## src/rtl/fat_page_writer_if.sv

```systemverilog
// Block-write bus between the FAT page writer (master) and the SD block-write engine (slave).
// Carries the address request handshake, the byte stream and the programming-done pulse.
interface fat_page_writer_if;
    logic        WR_REQ;
    logic [31:0] WR_ADDR;
    logic        WR_ACK;
    logic [7:0]  DATA;
    logic        DATA_VALID;
    logic        DATA_READY;
    logic        WR_DONE;

    modport master (
        output WR_REQ, WR_ADDR, DATA, DATA_VALID,
        input  WR_ACK, DATA_READY, WR_DONE
    );

    modport slave (
        input  WR_REQ, WR_ADDR, DATA, DATA_VALID,
        output WR_ACK, DATA_READY, WR_DONE
    );
endinterface

```

## src/rtl/fat_page_writer.sv

```systemverilog
// Builds one 512-byte FAT32 sector for a single contiguous cluster chain and writes it
// to the SD block-write engine twice: first to the FAT1 block, then to the FAT2 block.
module fat_page_writer #(
    parameter logic [31:0] FILE_FIRST_CLUST = 32'd4
) (
    input  logic                  CLK,
    input  logic                  RST,
    input  logic                  START,
    input  logic [31:0]           FIRST_CLUST,
    input  logic [31:0]           CLUST_EOF,
    input  logic [31:0]           FAT1_ADDR,
    input  logic [31:0]           FAT2_ADDR,
    fat_page_writer_if.master     wr,
    output logic                  BUSY,
    output logic                  COMPLT
);

    typedef enum logic [2:0] {
        IDLE, REQ1, STREAM1, WAIT1, REQ2, STREAM2, WAIT2, DONE
    } state_t;

    state_t      state_q, state_d;
    logic        start_q, start_d;
    logic [31:0] base_q, base_d;
    logic [31:0] eof_q, eof_d;
    logic [31:0] fat1_q, fat1_d;
    logic [31:0] fat2_q, fat2_d;
    logic [8:0]  cnt_q, cnt_d;
    logic        wr_req_q, wr_req_d;
    logic [31:0] wr_addr_q, wr_addr_d;
    logic [7:0]  data_q, data_d;
    logic        data_valid_q, data_valid_d;
    logic        busy_q, busy_d;
    logic        complt_q, complt_d;

    logic        start_edge;
    logic        load_byte;
    logic [31:0] entry_n;
    logic [31:0] entry_val;

    // The first matching rule wins, so the system-chain rule only ever sees n >= 2.
    function automatic logic [31:0] entry_value(input logic [31:0] n, input logic [31:0] eof);
        logic [31:0] v;
        if (n == 32'd0)
            v = 32'h0FFF_FFF8;
        else if (n == 32'd1)
            v = 32'hFFFF_FFFF;
        else if (n < FILE_FIRST_CLUST)
            v = 32'h0FFF_FFFF;
        else if (n < eof)
            v = (n + 32'd1) & 32'h0FFF_FFFF;
        else if (n == eof)
            v = 32'h0FFF_FFFF;
        else
            v = 32'h0000_0000;
        return v;
    endfunction

    always_comb begin
        state_d      = state_q;
        start_d      = START;
        base_d       = base_q;
        eof_d        = eof_q;
        fat1_d       = fat1_q;
        fat2_d       = fat2_q;
        cnt_d        = cnt_q;
        wr_req_d     = wr_req_q;
        wr_addr_d    = wr_addr_q;
        data_d       = data_q;
        data_valid_d = data_valid_q;
        busy_d       = busy_q;
        complt_d     = complt_q;
        load_byte    = 1'b0;
        start_edge   = START & ~start_q;

        case (state_q)
            IDLE, DONE: begin
                if (start_edge) begin
                    state_d   = REQ1;
                    base_d    = FIRST_CLUST - 32'd1;
                    eof_d     = CLUST_EOF;
                    fat1_d    = FAT1_ADDR;
                    fat2_d    = FAT2_ADDR;
                    wr_req_d  = 1'b1;
                    wr_addr_d = FAT1_ADDR;
                    busy_d    = 1'b1;
                    complt_d  = 1'b0;
                end
            end
            REQ1, REQ2: begin
                if (wr.WR_ACK) begin
                    state_d      = (state_q == REQ1) ? STREAM1 : STREAM2;
                    wr_req_d     = 1'b0;
                    cnt_d        = 9'd0;
                    data_valid_d = 1'b1;
                    load_byte    = 1'b1;
                end
            end
            STREAM1, STREAM2: begin
                if (data_valid_q && wr.DATA_READY) begin
                    if (cnt_q == 9'd511) begin
                        data_valid_d = 1'b0;
                        state_d      = (state_q == STREAM1) ? WAIT1 : WAIT2;
                    end else begin
                        cnt_d     = cnt_q + 9'd1;
                        load_byte = 1'b1;
                    end
                end
            end
            WAIT1: begin
                if (wr.WR_DONE) begin
                    state_d   = REQ2;
                    wr_req_d  = 1'b1;
                    wr_addr_d = fat2_q;
                end
            end
            WAIT2: begin
                if (wr.WR_DONE) begin
                    state_d  = DONE;
                    busy_d   = 1'b0;
                    complt_d = 1'b1;
                end
            end
            default: state_d = IDLE;
        endcase

        // The byte for the next counter value is formed here so DATA leaves a flop.
        entry_n   = base_q + {25'd0, cnt_d[8:2]};
        entry_val = entry_value(entry_n, eof_q);
        if (load_byte) begin
            case (cnt_d[1:0])
                2'd0:    data_d = entry_val[7:0];
                2'd1:    data_d = entry_val[15:8];
                2'd2:    data_d = entry_val[23:16];
                default: data_d = entry_val[31:24];
            endcase
        end
    end

    always_ff @(posedge CLK or posedge RST) begin
        if (RST) begin
            state_q      <= IDLE;
            start_q      <= 1'b0;
            base_q       <= 32'd0;
            eof_q        <= 32'd0;
            fat1_q       <= 32'd0;
            fat2_q       <= 32'd0;
            cnt_q        <= 9'd0;
            wr_req_q     <= 1'b0;
            wr_addr_q    <= 32'd0;
            data_q       <= 8'd0;
            data_valid_q <= 1'b0;
            busy_q       <= 1'b0;
            complt_q     <= 1'b0;
        end else begin
            state_q      <= state_d;
            start_q      <= start_d;
            base_q       <= base_d;
            eof_q        <= eof_d;
            fat1_q       <= fat1_d;
            fat2_q       <= fat2_d;
            cnt_q        <= cnt_d;
            wr_req_q     <= wr_req_d;
            wr_addr_q    <= wr_addr_d;
            data_q       <= data_d;
            data_valid_q <= data_valid_d;
            busy_q       <= busy_d;
            complt_q     <= complt_d;
        end
    end

    assign wr.WR_REQ     = wr_req_q;
    assign wr.WR_ADDR    = wr_addr_q;
    assign wr.DATA       = data_q;
    assign wr.DATA_VALID = data_valid_q;
    assign BUSY          = busy_q;
    assign COMPLT        = complt_q;

endmodule

```

## src/flat_wrapper.sv

```systemverilog
// flat-port wrapper written by rule: the top's interface ports become plain ports
module fat_page_writer_flat 
#(
    parameter logic [31:0] FILE_FIRST_CLUST = 32'd4
)
  (CLK, RST, START, FIRST_CLUST, CLUST_EOF, FAT1_ADDR, FAT2_ADDR, BUSY, COMPLT, wr_WR_REQ, wr_WR_ADDR, wr_DATA, wr_DATA_VALID, wr_WR_ACK, wr_DATA_READY, wr_WR_DONE);
  fat_page_writer_if wr_i ();
  input  logic CLK;
  input  logic RST;
  input  logic START;
  input  logic [31:0] FIRST_CLUST;
  input  logic [31:0] CLUST_EOF;
  input  logic [31:0] FAT1_ADDR;
  input  logic [31:0] FAT2_ADDR;
  output logic BUSY;
  output logic COMPLT;
  output wire logic [$bits(wr_i.WR_REQ)-1:0] wr_WR_REQ;
  output wire logic [$bits(wr_i.WR_ADDR)-1:0] wr_WR_ADDR;
  output wire logic [$bits(wr_i.DATA)-1:0] wr_DATA;
  output wire logic [$bits(wr_i.DATA_VALID)-1:0] wr_DATA_VALID;
  input wire logic [$bits(wr_i.WR_ACK)-1:0] wr_WR_ACK;
  input wire logic [$bits(wr_i.DATA_READY)-1:0] wr_DATA_READY;
  input wire logic [$bits(wr_i.WR_DONE)-1:0] wr_WR_DONE;
  assign wr_WR_REQ = wr_i.WR_REQ;
  assign wr_WR_ADDR = wr_i.WR_ADDR;
  assign wr_DATA = wr_i.DATA;
  assign wr_DATA_VALID = wr_i.DATA_VALID;
  assign wr_i.WR_ACK = wr_WR_ACK;
  assign wr_i.DATA_READY = wr_DATA_READY;
  assign wr_i.WR_DONE = wr_WR_DONE;
  fat_page_writer #(.FILE_FIRST_CLUST(FILE_FIRST_CLUST)) u_core (.CLK(CLK), .RST(RST), .START(START), .FIRST_CLUST(FIRST_CLUST), .CLUST_EOF(CLUST_EOF), .FAT1_ADDR(FAT1_ADDR), .FAT2_ADDR(FAT2_ADDR), .wr(wr_i), .BUSY(BUSY), .COMPLT(COMPLT));
endmodule
```

## config.mk

```make
export PLATFORM = sky130hd
export DESIGN_NAME = fat_page_writer_flat
export DESIGN_NICKNAME = d
export VERILOG_FILES = /design/src/rtl/fat_page_writer_if.sv /design/src/rtl/fat_page_writer.sv /design/src/flat_wrapper.sv
export SDC_FILE = /design/constraint.sdc
export NUM_CORES = 1
export LEC_CHECK = 0
export ABC_AREA = 0
export CAP_MARGIN = 20
export CORE_ASPECT_RATIO = 0.7
export CORE_UTILIZATION = 58
export DETAILED_ROUTE_END_ITERATION = 6
export GPL_TIMING_DRIVEN = 0
export PLACE_DENSITY = 0.87
export SYNTH_ARGS = -nofsm -noshare
export SYNTH_HDL_FRONTEND = slang
export SYNTH_SLANG_ARGS = --single-unit
```

## constraint.sdc

```tcl
create_clock -name CLK -period 13 [get_ports CLK]
set_input_delay 1.3 -clock CLK [delete_from_list [all_inputs] [get_ports CLK]]
set_output_delay 1.3 -clock CLK [all_outputs]
set_load 0.01 [all_outputs]
```

==> implementation parameters <==
Parameter                              Value

Clocking
  Hold buffer count at CTS ... 0
  CTS Buf Count ... 17
  Count of cells resized by post-cts repair ... 0
  Clk buf depth ... 2
  Sinks on Clock Net ... 153
  CTS H-Tree Depth ... 4
  Worst-path clk slew ... 0.07 ns
  CTS Root Cell ... sky130_fd_sc_hd__clkbuf_16
  CTS tree ... yes
  Clock Latency Late Sink ... 0.44 ns
  Post-CTS setup buffer count ... 0

Pwr
  Pleak ... 0.00514 uW
  Worst vdd ir ... 0.000122 V
  Pwr/cell area ... 218 nW/um^2

Floorplanning
  Boundary Pins ... 178
  Initial core utilization ... 59.5%
  Die extent in y ... 110 um
  Number of placement rows ... 39
  Die area ... 17,300 sq um
  Core area ... 16,300 sq um
  Width of the die ... 157 um

Synth
  Cell count after synthesis ... 1,017
  Top cell types by occurrence after synthesis ... sky130_fd_sc_hd__dfrtp_1 (153), sky130_fd_sc_hd__nand2_1 (125), sky130_fd_sc_hd__o21ai_0 (94), sky130_fd_sc_hd__mux2_2 (66), sky130_fd_sc_hd__xnor2_1 (64)
  Most frequently used flop master after synthesis ... sky130_fd_sc_hd__dfrtp_1
  Largest area contributor in the netlist ... sky130_fd_sc_hd__dfrtp_1
  Yosys cell types ... 73
  Seq/Total Area, Yosys ... 39.4%
  Cell with the most instances after synthesis ... sky130_fd_sc_hd__dfrtp_1
  Number of synthesized register bits ... 153
  Warnings from Yosys ... 0
  Number of flops mapped to enable cells by yosys ... 0
  Dominant cells by area after synthesis ... sky130_fd_sc_hd__dfrtp_1 (39%), sky130_fd_sc_hd__mux2_2 (7.6%), sky130_fd_sc_hd__xnor2_1 (5.8%), sky130_fd_sc_hd__ha_1 (5.4%), sky130_fd_sc_hd__o21ai_0 (4.8%)
  Ys async rst share ... 100%
  Post-synthesis instance area ... 9720 sq um
  Average instance area after synthesis ... 9.56 sq um
  Proportion of netlist area held by the largest area contributor ... 39.4%
  Synth Net Count ... 1,194

Timing
  Final period utilization ... 60.8%
  Count of pins over their slew limit ... 0
  Relative slew margins ... 46.8%
  Actual transition at the worst max-transition pin ... 0.798 ns
  TNS Setup ... 0 ns
  Final setup viols ... 0
  Worst clock skew ... 0.0125 ns
  Setup repair after global routing missed its margin ... no
  Total count of hold-check failures in the final report ... 0
  Fmax ... 0.127 GHz
  Min Clock Period, post-route ... 7.90 ns
  Worst hold margin ... 0.484 ns

GRT
  Wire length of the first global-routing pass ... 43,000 um
  Pin count of the biggest net entering global routing ... 94
  Overall routing resource usage ... 32.6%
  Antenna violations before repair ... 1
  Vias in the first global route ... 8,480
  Grt ovf ... 0

Route
  DRC violations left ... 0
  Vias per cell ... 5.97
  Average routed wire per standard cell ... 18.3 um
  Remaining number of nets flagged by the antenna check after routing ... 0
  Final wirelength ... 26,700 um
  Starting DRC count in detailed routing ... 989
  Vias post-DR ... 8,670
  Iteration count of the initial detailed-routing pass ... 7

Critical path
  Startpoint of the worst-slack reg-to-reg timing path ... u_core.state_q[1]
  Crit path launch type ... primary input
  Register-to-register setup slack ... 5.34 ns
  Data arrival time of the worst path ... 8.27 ns
  Endpoint of the lowest-slack register-to-register path ... u_core.wr.DATA[3]
  Highest net fanout along the worst path ... 10
  Count of cells along the worst register-to-register path ... 27
  Required time reported for the critical path endpoint ... 13.37 ns
  Worst Path Class, Setup ... in2reg
  Sort of element at the end of the critical path ... flop

Finish
  Final nets ... 1,391
  P&R area growth vs syn ... 27.8%
  Post-Layout Cell Count ... 1,453
  Post-layout util ... 76.0%
  Fraction of final layout cells with drive strength greater than 1 ... 11.4%

Placement
  Post-placement cell count ... 1,420
  Final weighted congestion in routability-driven placement ... 0.954
  Detailed Place HPWL ... 20,000 um
  PortBufs ... 177

Min path
  Critical hold path startpoint ... u_core.wr.WR_ADDR[8]
  Type of the worst min-delay path ... reg2reg
  Worst Hold Depth ... 2
  Capture endpoint of the worst hold path ... u_core.wr.WR_ADDR[8]

Run status
  Outcome ... finished, final reports clean

Flow run
  # Max-Cap Violations ... 0
## layer usage
| layer | wire length (um) | global-route usage, % | up-vias |
|---|---|---|---|
| li1 | - | - | 4017 |
| met1 | 11800 | 44.1 | 4195 |
| met2 | 12100 | 50.8 | 405 |
| met3 | 2230 | 9.03 | 53 |
| met4 | 580 | 10.6 | 0 |
| met5 | 0 | 0 | - |
## layout by cell type (no fill, tap or decap), types with 14 or more instances in the layout
cell type,netlist,layout
sky130_fd_sc_hd__nor4_1,17,17
sky130_fd_sc_hd__xnor2_1,64,64
sky130_fd_sc_hd__mux2i_1,34,34
sky130_fd_sc_hd__nand2_1,125,125
sky130_fd_sc_hd__clkdlybuf4s50_1,0,177
sky130_fd_sc_hd__dfrtp_1,153,153
sky130_fd_sc_hd__nand4_1,14,14
sky130_fd_sc_hd__nor2_1,44,44
sky130_fd_sc_hd__clkbuf_1,35,35
sky130_fd_sc_hd__inv_1,54,53
sky130_fd_sc_hd__nor3_1,22,22
sky130_fd_sc_hd__a21oi_1,18,18
sky130_fd_sc_hd__clkbuf_16,0,17
sky130_fd_sc_hd__mux2_2,66,66
sky130_fd_sc_hd__nand3_1,27,27
sky130_fd_sc_hd__o21ai_0,94,94
sky130_fd_sc_hd__ha_1,42,42
sky130_fd_sc_hd__xor2_1,23,23
## metrics by stage
| stage | power (uW) | instance area, sq um | setup WS, ns |
|---|---|---|---|
| final | 2710 | 12400 | 5.10 |
| after floorplan | 1700 | 9720 | 7.02 |
| after global routing | 2880 | 12400 | 4.70 |
| after CTS | 2680 | 12400 | 5.45 |
| after detailed placement | 2150 | 11800 | 5.10 |
| after global placement | 2080 | 11800 | 5.10 |
## registers in the layout, summed over array words and instances, names as in the netlist
register,flops
u_core.wr.DATA,8
u_core.wr.WR_REQ,1
u_core.state_q,3
u_core.cnt_q,9
u_core.COMPLT,1
u_core.eof_q,32
u_core.wr.DATA_VALID,1
u_core.start_q,1
u_core.fat2_q,32
u_core.base_q,32
u_core.BUSY,1
u_core.wr.WR_ADDR,32
## cell type report
class	instances	area (sq um)
antenna	1	2.50
buffer	43	184
clock buffer	17	425
clock inverter	15	185
fill	1090	3930
inverter	56	215
multi-input combinational	765	5500
sequential	153	3830
tap	225	282
timing repair buffer	178	1800
## worst max-delay path by stage
stage	startpoint	end	slack (ns)	cells past startpoint
after floorplan	wr_DATA_READY	u_core.wr.DATA[0]	7.02	26
after global placement	wr_DATA_READY	u_core.wr.DATA[3]	5.10	27
after detailed placement	wr_DATA_READY	u_core.wr.DATA[3]	5.10	27
after CTS	wr_DATA_READY	u_core.wr.DATA[3]	5.45	26
after global routing	wr_DATA_READY	u_core.wr.DATA[3]	4.70	26
final	wr_DATA_READY	u_core.wr.DATA[3]	5.10	26
## worst max-delay path, stage by stage
cell                              delay (ns)
sky130_fd_sc_hd__clkdlybuf4s50_1        0.50
sky130_fd_sc_hd__nand2_1                0.08
sky130_fd_sc_hd__nor2_1                 0.27
sky130_fd_sc_hd__nand2_1                0.22
sky130_fd_sc_hd__nand2_1                0.43
sky130_fd_sc_hd__clkbuf_1               0.53
sky130_fd_sc_hd__o21ai_0                0.17
sky130_fd_sc_hd__nand2_1                0.10
sky130_fd_sc_hd__o31ai_1                0.09
sky130_fd_sc_hd__ha_1                   0.35
sky130_fd_sc_hd__o211a_1                0.27
sky130_fd_sc_hd__a21oi_2                0.18
sky130_fd_sc_hd__nor4_1                 0.65
sky130_fd_sc_hd__xnor2_1                0.24
sky130_fd_sc_hd__inv_1                  0.13
sky130_fd_sc_hd__ha_1                   0.31
sky130_fd_sc_hd__o21ai_0                0.19
sky130_fd_sc_hd__o21ai_0                0.11
sky130_fd_sc_hd__o211ai_1               0.11
sky130_fd_sc_hd__a21oi_1                0.09
sky130_fd_sc_hd__a211oi_1               0.36
sky130_fd_sc_hd__o21ai_0                0.24
sky130_fd_sc_hd__a21oi_1                0.55
sky130_fd_sc_hd__o21ai_0                0.27
sky130_fd_sc_hd__a211oi_1               0.31
sky130_fd_sc_hd__o22a_1                 0.18
## where the power goes
| part | leakage [uW] | switching (uW) | internal [uW] |
|---|---|---|---|
| clock network | 0.000290 | 236 | 275 |
| logic | 0.00298 | 736 | 607 |
| registers | 0.00187 | 156 | 696 |
## cell families after synthesis
logic type	after synthesis	synth area share, %
muxes	100	11.1
xor gates and xnor gates	91	8.51
DFF	153	39.4
AOI/OAI and AO/OA	202	13.8
buffers and inverters	99	4.05
adders and majority gates	44	5.71
and+or+nand+nor	328	17.4
Note: power is estimated with default switching activity, not from simulation.
